## src/rtl/dispatch_queue.sv

```systemverilog
// In-order dispatch FIFO between ID and the reservation stations, snooping the CDB while entries wait.
// Optional DISPATCH_BYPASS_EN: an instruction arriving at an empty queue issues straight to its RS.
`timescale 1ns/1ps
module dispatch_queue #(
    parameter int DEPTH     = 4,
    parameter int NUM_UNITS = 3,
    parameter int UNIT_W    = 2,
    parameter int DATA_W    = 32,
    parameter int TAG_W     = 4,
    parameter int OP_W      = 6
) (
    input  logic                 clk_in,
    input  logic                 rst_in,
    input  logic                 rdy_in,
    input  logic                 flush_in,
    input  logic                 id_valid,
    output logic                 id_ready,
    input  logic [UNIT_W-1:0]    id_unit,
    input  logic [OP_W-1:0]      id_op,
    input  logic [DATA_W-1:0]    id_imm,
    input  logic [DATA_W-1:0]    id_pc,
    input  logic [TAG_W-1:0]     id_dest_tag,
    input  logic                 id_rs1_valid,
    input  logic [DATA_W-1:0]    id_rs1_data,
    input  logic [TAG_W-1:0]     id_rs1_tag,
    input  logic                 id_rs2_valid,
    input  logic [DATA_W-1:0]    id_rs2_data,
    input  logic [TAG_W-1:0]     id_rs2_tag,
    input  logic                 cdb_valid,
    input  logic [TAG_W-1:0]     cdb_tag,
    input  logic [DATA_W-1:0]    cdb_data,
    input  logic [NUM_UNITS-1:0] rs_full,
    output logic [NUM_UNITS-1:0] out_enable,
    output logic [OP_W-1:0]      out_op,
    output logic [DATA_W-1:0]    out_imm,
    output logic [DATA_W-1:0]    out_pc,
    output logic [TAG_W-1:0]     out_dest_tag,
    output logic                 out_reg1_valid,
    output logic [DATA_W-1:0]    out_reg1_data,
    output logic [TAG_W-1:0]     out_reg1_tag,
    output logic                 out_reg2_valid,
    output logic [DATA_W-1:0]    out_reg2_data,
    output logic [TAG_W-1:0]     out_reg2_tag
);

    localparam int PTR_W = (DEPTH > 1) ? $clog2(DEPTH) : 1;
    localparam int CNT_W = PTR_W + 1;
    localparam logic [CNT_W-1:0] DEPTH_C = CNT_W'(DEPTH);

    typedef struct packed {
        logic              valid;
        logic [DATA_W-1:0] data;
        logic [TAG_W-1:0]  tag;
    } opnd_t;

    logic [PTR_W-1:0]  head, tail;
    logic [CNT_W-1:0]  count;

    logic [UNIT_W-1:0] q_unit [DEPTH];
    logic [OP_W-1:0]   q_op   [DEPTH];
    logic [DATA_W-1:0] q_imm  [DEPTH];
    logic [DATA_W-1:0] q_pc   [DEPTH];
    logic [TAG_W-1:0]  q_dest [DEPTH];
    opnd_t             q_rs1  [DEPTH];
    opnd_t             q_rs2  [DEPTH];

    logic  cdb_live;
    opnd_t id_rs1_raw, id_rs2_raw, in_rs1, in_rs2, hd_rs1, hd_rs2;
    logic  head_in_range, head_blocked;
    logic  do_enq, head_go, do_pop, do_issue, do_bypass, do_write;

    logic [UNIT_W-1:0] sel_unit;
    logic [OP_W-1:0]   sel_op;
    logic [DATA_W-1:0] sel_imm, sel_pc;
    logic [TAG_W-1:0]  sel_dest;
    opnd_t             sel_rs1, sel_rs2;

    // A Null tag (0) never resolves, so a zero broadcast is ignored entirely.
    function automatic opnd_t snoop(input opnd_t o, input logic live,
                                    input logic [TAG_W-1:0] ctag, input logic [DATA_W-1:0] cdata);
        opnd_t r;
        r = o;
        if (live && !o.valid && (o.tag == ctag)) begin
            r.valid = 1'b1;
            r.data  = cdata;
            r.tag   = '0;
        end
        return r;
    endfunction

    assign cdb_live   = cdb_valid & rdy_in & (cdb_tag != '0);
    assign id_rs1_raw = {id_rs1_valid, id_rs1_data, id_rs1_tag};
    assign id_rs2_raw = {id_rs2_valid, id_rs2_data, id_rs2_tag};
    assign in_rs1     = snoop(id_rs1_raw, cdb_live, cdb_tag, cdb_data);
    assign in_rs2     = snoop(id_rs2_raw, cdb_live, cdb_tag, cdb_data);
    assign hd_rs1     = snoop(q_rs1[head], cdb_live, cdb_tag, cdb_data);
    assign hd_rs2     = snoop(q_rs2[head], cdb_live, cdb_tag, cdb_data);

    always_comb begin
        head_in_range = 1'b0;
        head_blocked  = 1'b0;
        for (int u = 0; u < NUM_UNITS; u++) begin
            if (q_unit[head] == u[UNIT_W-1:0]) begin
                head_in_range = 1'b1;
                head_blocked  = rs_full[u];
            end
        end
    end

    assign id_ready = (count < DEPTH_C);
    assign do_enq   = id_valid & id_ready & rdy_in & ~flush_in;
    assign head_go  = (count != '0) & rdy_in & ~flush_in;
    // An out-of-range head is dropped rather than stalling the queue forever.
    assign do_pop   = head_go & ~head_blocked;
    assign do_issue = do_pop & head_in_range;

`ifdef DISPATCH_BYPASS_EN
    logic id_in_range, id_blocked;
    always_comb begin
        id_in_range = 1'b0;
        id_blocked  = 1'b0;
        for (int u = 0; u < NUM_UNITS; u++) begin
            if (id_unit == u[UNIT_W-1:0]) begin
                id_in_range = 1'b1;
                id_blocked  = rs_full[u];
            end
        end
    end
    assign do_bypass = do_enq & (count == '0) & id_in_range & ~id_blocked;
`else
    assign do_bypass = 1'b0;
`endif

    assign do_write = do_enq & ~do_bypass;

    assign sel_unit = do_bypass ? id_unit     : q_unit[head];
    assign sel_op   = do_bypass ? id_op       : q_op[head];
    assign sel_imm  = do_bypass ? id_imm      : q_imm[head];
    assign sel_pc   = do_bypass ? id_pc       : q_pc[head];
    assign sel_dest = do_bypass ? id_dest_tag : q_dest[head];
    assign sel_rs1  = do_bypass ? in_rs1      : hd_rs1;
    assign sel_rs2  = do_bypass ? in_rs2      : hd_rs2;

    always_ff @(posedge clk_in or posedge rst_in) begin
        if (rst_in) begin
            head           <= '0;
            tail           <= '0;
            count          <= '0;
            out_enable     <= '0;
            out_op         <= '0;
            out_imm        <= '0;
            out_pc         <= '0;
            out_dest_tag   <= '0;
            out_reg1_valid <= 1'b0;
            out_reg1_data  <= '0;
            out_reg1_tag   <= '0;
            out_reg2_valid <= 1'b0;
            out_reg2_data  <= '0;
            out_reg2_tag   <= '0;
            for (int i = 0; i < DEPTH; i++) begin
                q_unit[i] <= '0;
                q_op[i]   <= '0;
                q_imm[i]  <= '0;
                q_pc[i]   <= '0;
                q_dest[i] <= '0;
                q_rs1[i]  <= '0;
                q_rs2[i]  <= '0;
            end
        end else if (rdy_in) begin
            out_enable <= '0;
            if (flush_in) begin
                head  <= '0;
                tail  <= '0;
                count <= '0;
            end else begin
                for (int i = 0; i < DEPTH; i++) begin
                    q_rs1[i] <= snoop(q_rs1[i], cdb_live, cdb_tag, cdb_data);
                    q_rs2[i] <= snoop(q_rs2[i], cdb_live, cdb_tag, cdb_data);
                end
                if (do_write) begin
                    q_unit[tail] <= id_unit;
                    q_op[tail]   <= id_op;
                    q_imm[tail]  <= id_imm;
                    q_pc[tail]   <= id_pc;
                    q_dest[tail] <= id_dest_tag;
                    q_rs1[tail]  <= in_rs1;
                    q_rs2[tail]  <= in_rs2;
                    tail         <= tail + PTR_W'(1);
                end
                if (do_pop)
                    head <= head + PTR_W'(1);
                case ({do_write, do_pop})
                    2'b10:   count <= count + CNT_W'(1);
                    2'b01:   count <= count - CNT_W'(1);
                    default: count <= count;
                endcase
                if (do_issue || do_bypass) begin
                    out_op         <= sel_op;
                    out_imm        <= sel_imm;
                    out_pc         <= sel_pc;
                    out_dest_tag   <= sel_dest;
                    out_reg1_valid <= sel_rs1.valid;
                    out_reg1_data  <= sel_rs1.data;
                    out_reg1_tag   <= sel_rs1.tag;
                    out_reg2_valid <= sel_rs2.valid;
                    out_reg2_data  <= sel_rs2.data;
                    out_reg2_tag   <= sel_rs2.tag;
                    for (int u = 0; u < NUM_UNITS; u++) begin
                        if (sel_unit == u[UNIT_W-1:0])
                            out_enable[u] <= 1'b1;
                    end
                end
            end
        end else begin
            out_enable <= '0;
        end
    end

endmodule
```

## config.mk

```make
export PLATFORM = sky130hd
export DESIGN_NAME = dispatch_queue
export DESIGN_NICKNAME = d
export VERILOG_FILES = /design/src/rtl/dispatch_queue.sv
export SDC_FILE = /design/constraint.sdc
export NUM_CORES = 2
export LEC_CHECK = 0
export BUFFER_PORTS_ARGS = -buffer_cell sky130_fd_sc_hd__clkbuf_2
export CORE_MARGIN = 10
export CORE_UTILIZATION = 25
export CTS_BUF_LIST = sky130_fd_sc_hd__clkbuf_8
export DETAILED_ROUTE_END_ITERATION = 7
export GPL_ROUTABILITY_DRIVEN = 0
export GPL_TIMING_DRIVEN = 0
export MAX_ROUTING_LAYER = met4
export PLACE_DENSITY = 0.45
export SYNTH_ARGS = -nofsm -noshare
export SYNTH_HDL_FRONTEND = slang
export SYNTH_SLANG_ARGS = --single-unit
```

## constraint.sdc

```tcl
create_clock -name clk_in -period 68.7 [get_ports clk_in]
set_input_delay 6.87 -clock clk_in [delete_from_list [all_inputs] [get_ports clk_in]]
set_output_delay 6.87 -clock clk_in [all_outputs]
set_load 0.02 [all_outputs]
```

==> flow_summary.rst <==
.. list-table::
   :header-rows: 1

   * - Metric
     - Value
   * - Result of the run
     - finished clean
   * - Flip-flop and latch count after synthesis
     - 758
   * - Number of distinct standard cells referenced by the synthesized netlist
     - 51
   * - Total instance count after detailed placement
     - 5636
   * - Global route total overflow
     - 0
   * - TritonCTS clock tree
     - built
   * - Sum of met2 wire segment lengths after detailed routing
     - 68900 um
   * - Maximum number of pins on one net before global-route repair
     - roughly 120
   * - Cts bufs inserted
     - 150
   * - Worst clock skew
     - 55.2 ps
   * - Final Critical Period
     - a little over 10000 ps
   * - Most common flop cell mapped by yosys
     - dfrtp_1
   * - Routed len/inst
     - 25.2 um
   * - Cell Rows
     - ~140
   * - Final cell count without fillers
     - 5920
   * - Synthesized instance count
     - 3404
   * - Ys async rst share
     - 100%
   * - Total number of vias
     - slightly below 30000
   * - Worst setup EP type
     - register
   * - Worst hold path type
     - register to register
   * - Clock edge transition at the registers on the reported setup and hold paths
     - 60 ps
   * - Filler Cells Inserted
     - about 15000
   * - Via count of the first global-routing pass
     - 29800
   * - Combined global-route utilization of all metal layers
     - about a fifth
   * - Top-area cell type share of the netlist area
     - 53.5%
   * - Number of remaining DRC errors
     - 0
   * - Met1 Routed Length
     - 63700 um
   * - First-pass GRT wire length
     - 216000 um
   * - I/O pin total
     - 347
   * - Die Span X
     - 397 um
   * - Remaining antenna violation count after routing
     - 0
   * - Static leakage
     - 19.8 nW
   * - Clock Tree Root
     - clkbuf_8
   * - Maximum fanout count along the critical path
     - 10
   * - Area used by sequential logic in the layout
     - 19000 um^2
   * - Mean cell area of the mapped netlist
     - 10.4 um^2
   * - Worst EP required
     - 69480 ps
   * - Max-cap check violation count
     - 0
   * - Worst Max-Slew Pin Slew
     - 1330 ps
   * - Fraction of layout instances using a drive strength above 1
     - 20.6%
   * - Maximum ir drop on the vdd rail
     - around 0.000018 V
   * - FF-to-FF setup slack
     - approximately 64000 ps
   * - RSZ-0062 raised after global routing
     - false
   * - Placement Cell Area
     - 39700 um^2
   * - Area occupied by multi-input gates
     - 15100 um^2
   * - Upper clock frequency limit
     - 98.6 MHz
   * - # hold bufs at CTS
     - 0
   * - Post-layout instance area
     - 42700 um^2
   * - Post-synthesis instance area
     - 35500 um^2
   * - Starting DRT DRC Count
     - 2297
   * - Buffers added on ports
     - 334
   * - Uppermost routed layer
     - met4
   * - Post-cts resize count
     - 0
   * - Total core area
     - 141000 um^2
   * - Count of endpoints failing setup in the final report
     - 0
   * - Initial cell density of the core
     - 25.1%
   * - Main area contributors after synthesis
     - dfrtp_1, nand2_1, mux4_2, mux2i_1, a21oi_1
   * - Final Hold Viols
     - 0
   * - Final worst path period share
     - 14.8%
   * - Level count of the clock H-tree
     - 4
   * - Worst rel slew slack
     - 11.4%
   * - Total negative slack for setup checks
     - 0 ps
   * - Max Slew Vio Count
     - 0
   * - Number of search-and-repair iterations in the first detailed-routing pass
     - 5
   * - Number of buffers added for setup after CTS
     - 0
   * - Via density
     - between 4 and 5
   * - Die H
     - 397 um
   * - Crit path DAT
     - 10920 ps
   * - Synth warn
     - 0
   * - Net count after synthesis
     - about 3600
   * - Net count reported at finish
     - ~4000
   * - Clock latency on the worst-skew pair
     - 900 ps
   * - Kind of critical path
     - input pin to register
   * - Startpoint Class
     - input pin
   * - Largest area contributor in the synthesized netlist
     - dfrtp_1
   * - Area growth syn-to-layout
     - 20.4%
   * - Maximum number of buffers from clock root to sink
     - 3
   * - Routed met3 length
     - 11700 um
   * - Areal power density over the cells
     - between 40 and 50 nW/um^2
   * - Detailed Place HPWL
     - 104000 um
   * - Post-synth EDFFs
     - 0
   * - Pwr Total
     - 0.00183 W
   * - Total routed wirelength
     - 149000 um
   * - Area enclosed by the die boundary
     - 157000 um^2
   * - Fraction of the yosys area taken by sequential cells
     - 53.5%
   * - Antenna violations before repair
     - 43
   * - CTS sink count
     - 758
==> logic make-up (layout without fill, tap and decap cells) <==
logic type      Yosys count  after routing  synth area share [%]
buf+inv                 311            901                  3.95
flops                   758            758                  53.5
other cells               0             36                     0
xor+xnor                 50             50                  1.23
fa+ha+maj                 5              5                 0.198
simple gates           1292           1292                  14.5
compound gates          660            660                  11.9
mux                     328            328                  14.8
==> cells in the mapped netlist (3+ instances only) <==
cell,n
o21ai_0,16
mux4_2,149
a2bb2oi_1,57
inv_1,48
buf_2,54
buf_12,3
mux2i_1,103
clkbuf_1,158
o32ai_1,33
dfrtp_1,758
a21oi_1,205
xnor2_1,30
nor2_1,86
mux2_1,75
nand2_1,1100
xor2_1,20
nand4_1,5
a22o_1,16
buf_1,25
o221a_2,31
nor4_1,4
o2bb2ai_1,36
and3_1,9
a22oi_1,5
nor2_8,3
nand2b_1,40
o21ai_1,181
o22ai_1,44
nand3_1,26
ha_1,4
o22a_1,27
buf_4,15
buf_6,8
nor3_1,7
==> stage by stage <==
step | util [%] | worst slack, ps | hold WS, ps
floorplan | - | 40560 | 440
global placement | 28.0 | 29350 | 452
detailed placement | 28.1 | 57900 | 457
CTS | 30.2 | 58870 | 470
global route | 30.2 | 58620 | 485
finish | 30.3 | 58560 | 469
==> area by class of cell <==
cell class	instances	area share [%]
Timing Repair Buffer	342	4.38
Tap cell	1890	5.53
Clock inverter	65	0.902
Multi-Input combinational cell	2335	35.4
Clock buffer	183	5.89
Sequential cell	758	44.4
Inverter	48	0.439
Antenna cell	36	0.211
Buffer	263	2.86
==> registers in the layout (all words and copies together), names as in the netlist <==
signal / cells
out_dest_tag: 4
q_pc: 128
out_reg2_data: 32
q_unit: 8
q_rs1: 148
out_op: 6
out_reg1_valid: 1
q_dest: 16
q_rs2: 148
out_imm: 32
out_pc: 32
head: 2
q_imm: 128
out_reg1_data: 32
q_op: 24
out_reg2_tag: 4
out_reg1_tag: 4
out_enable: 3
tail: 2
count: 3
out_reg2_valid: 1
==> where the power goes <==
part | switching [W] | internal, W | leakage (nW) | total, W
clock network | 0.000216 | 0.000247 | 1.66 | 0.000463
logic | 0.000354 | 0.000277 | 8.48 | 0.000630
registers | 0.000105 | 0.000628 | 9.69 | 0.000733
==> placed cells by master, fill, tap and decap left out, types with 4 or more instances in the layout <==
cell and count:
nor2_1 86, and3_1 9, dfrtp_1 758, o2bb2ai_1 36
o21ai_0 15, buf_4 16, inv_6 6, clkbuf_1 156
xnor2_1 30, mux2_1 75, buf_1 25, buf_2 54
a22o_1 16, diode_2 36, nand4_1 5, clkbuf_2 336
nor4_1 4, ha_1 4, a21oi_1 205, o32ai_1 33
nand2b_1 40, o22a_1 27, o21ai_1 181, buf_16 7
nand2_1 1100, buf_6 8, o221a_2 31, nor3_1 7
a22oi_1 5, mux4_2 149, clkbuf_8 183, mux2i_1 103
xor2_1 20, nand3_1 25, a2bb2oi_1 57, clkinv_2 12
o22ai_1 44, inv_1 87
==> critical path, cell delays in order <==
cell	delay, ps
clkbuf_1	200
nor2b_1	140
buf_2	220
buf_2	340
nand3_1	910
o21ai_1	1040
clkbuf_1	910
nor2_1	110
a21oi_1	160
==> routing by layer <==
| layer | vias up | GRT usage, % |
|---|---|---|
| li1 | 12800 | - |
| met3 | 304 | 5.56 |
| met1 | 14700 | 24.0 |
| met2 | 1076 | 29.2 |
| met5 | - | - |
| met4 | 0 | 7.45 |
==> worst paths after layout <==
path,cells after the start,to,from
min in group asynchronous,2,out_pc[4],rst_in
hold / removal,2,q_pc[51],q_pc[51]
setup reg to reg,7,q_rs2[25],count[2]
max in group asynchronous,5,out_reg1_data[4],rst_in
hold reg to reg,2,q_pc[51],q_pc[51]
setup / recovery,9,q_rs2[25],flush_in
Power figures use the tool's default switching activity.
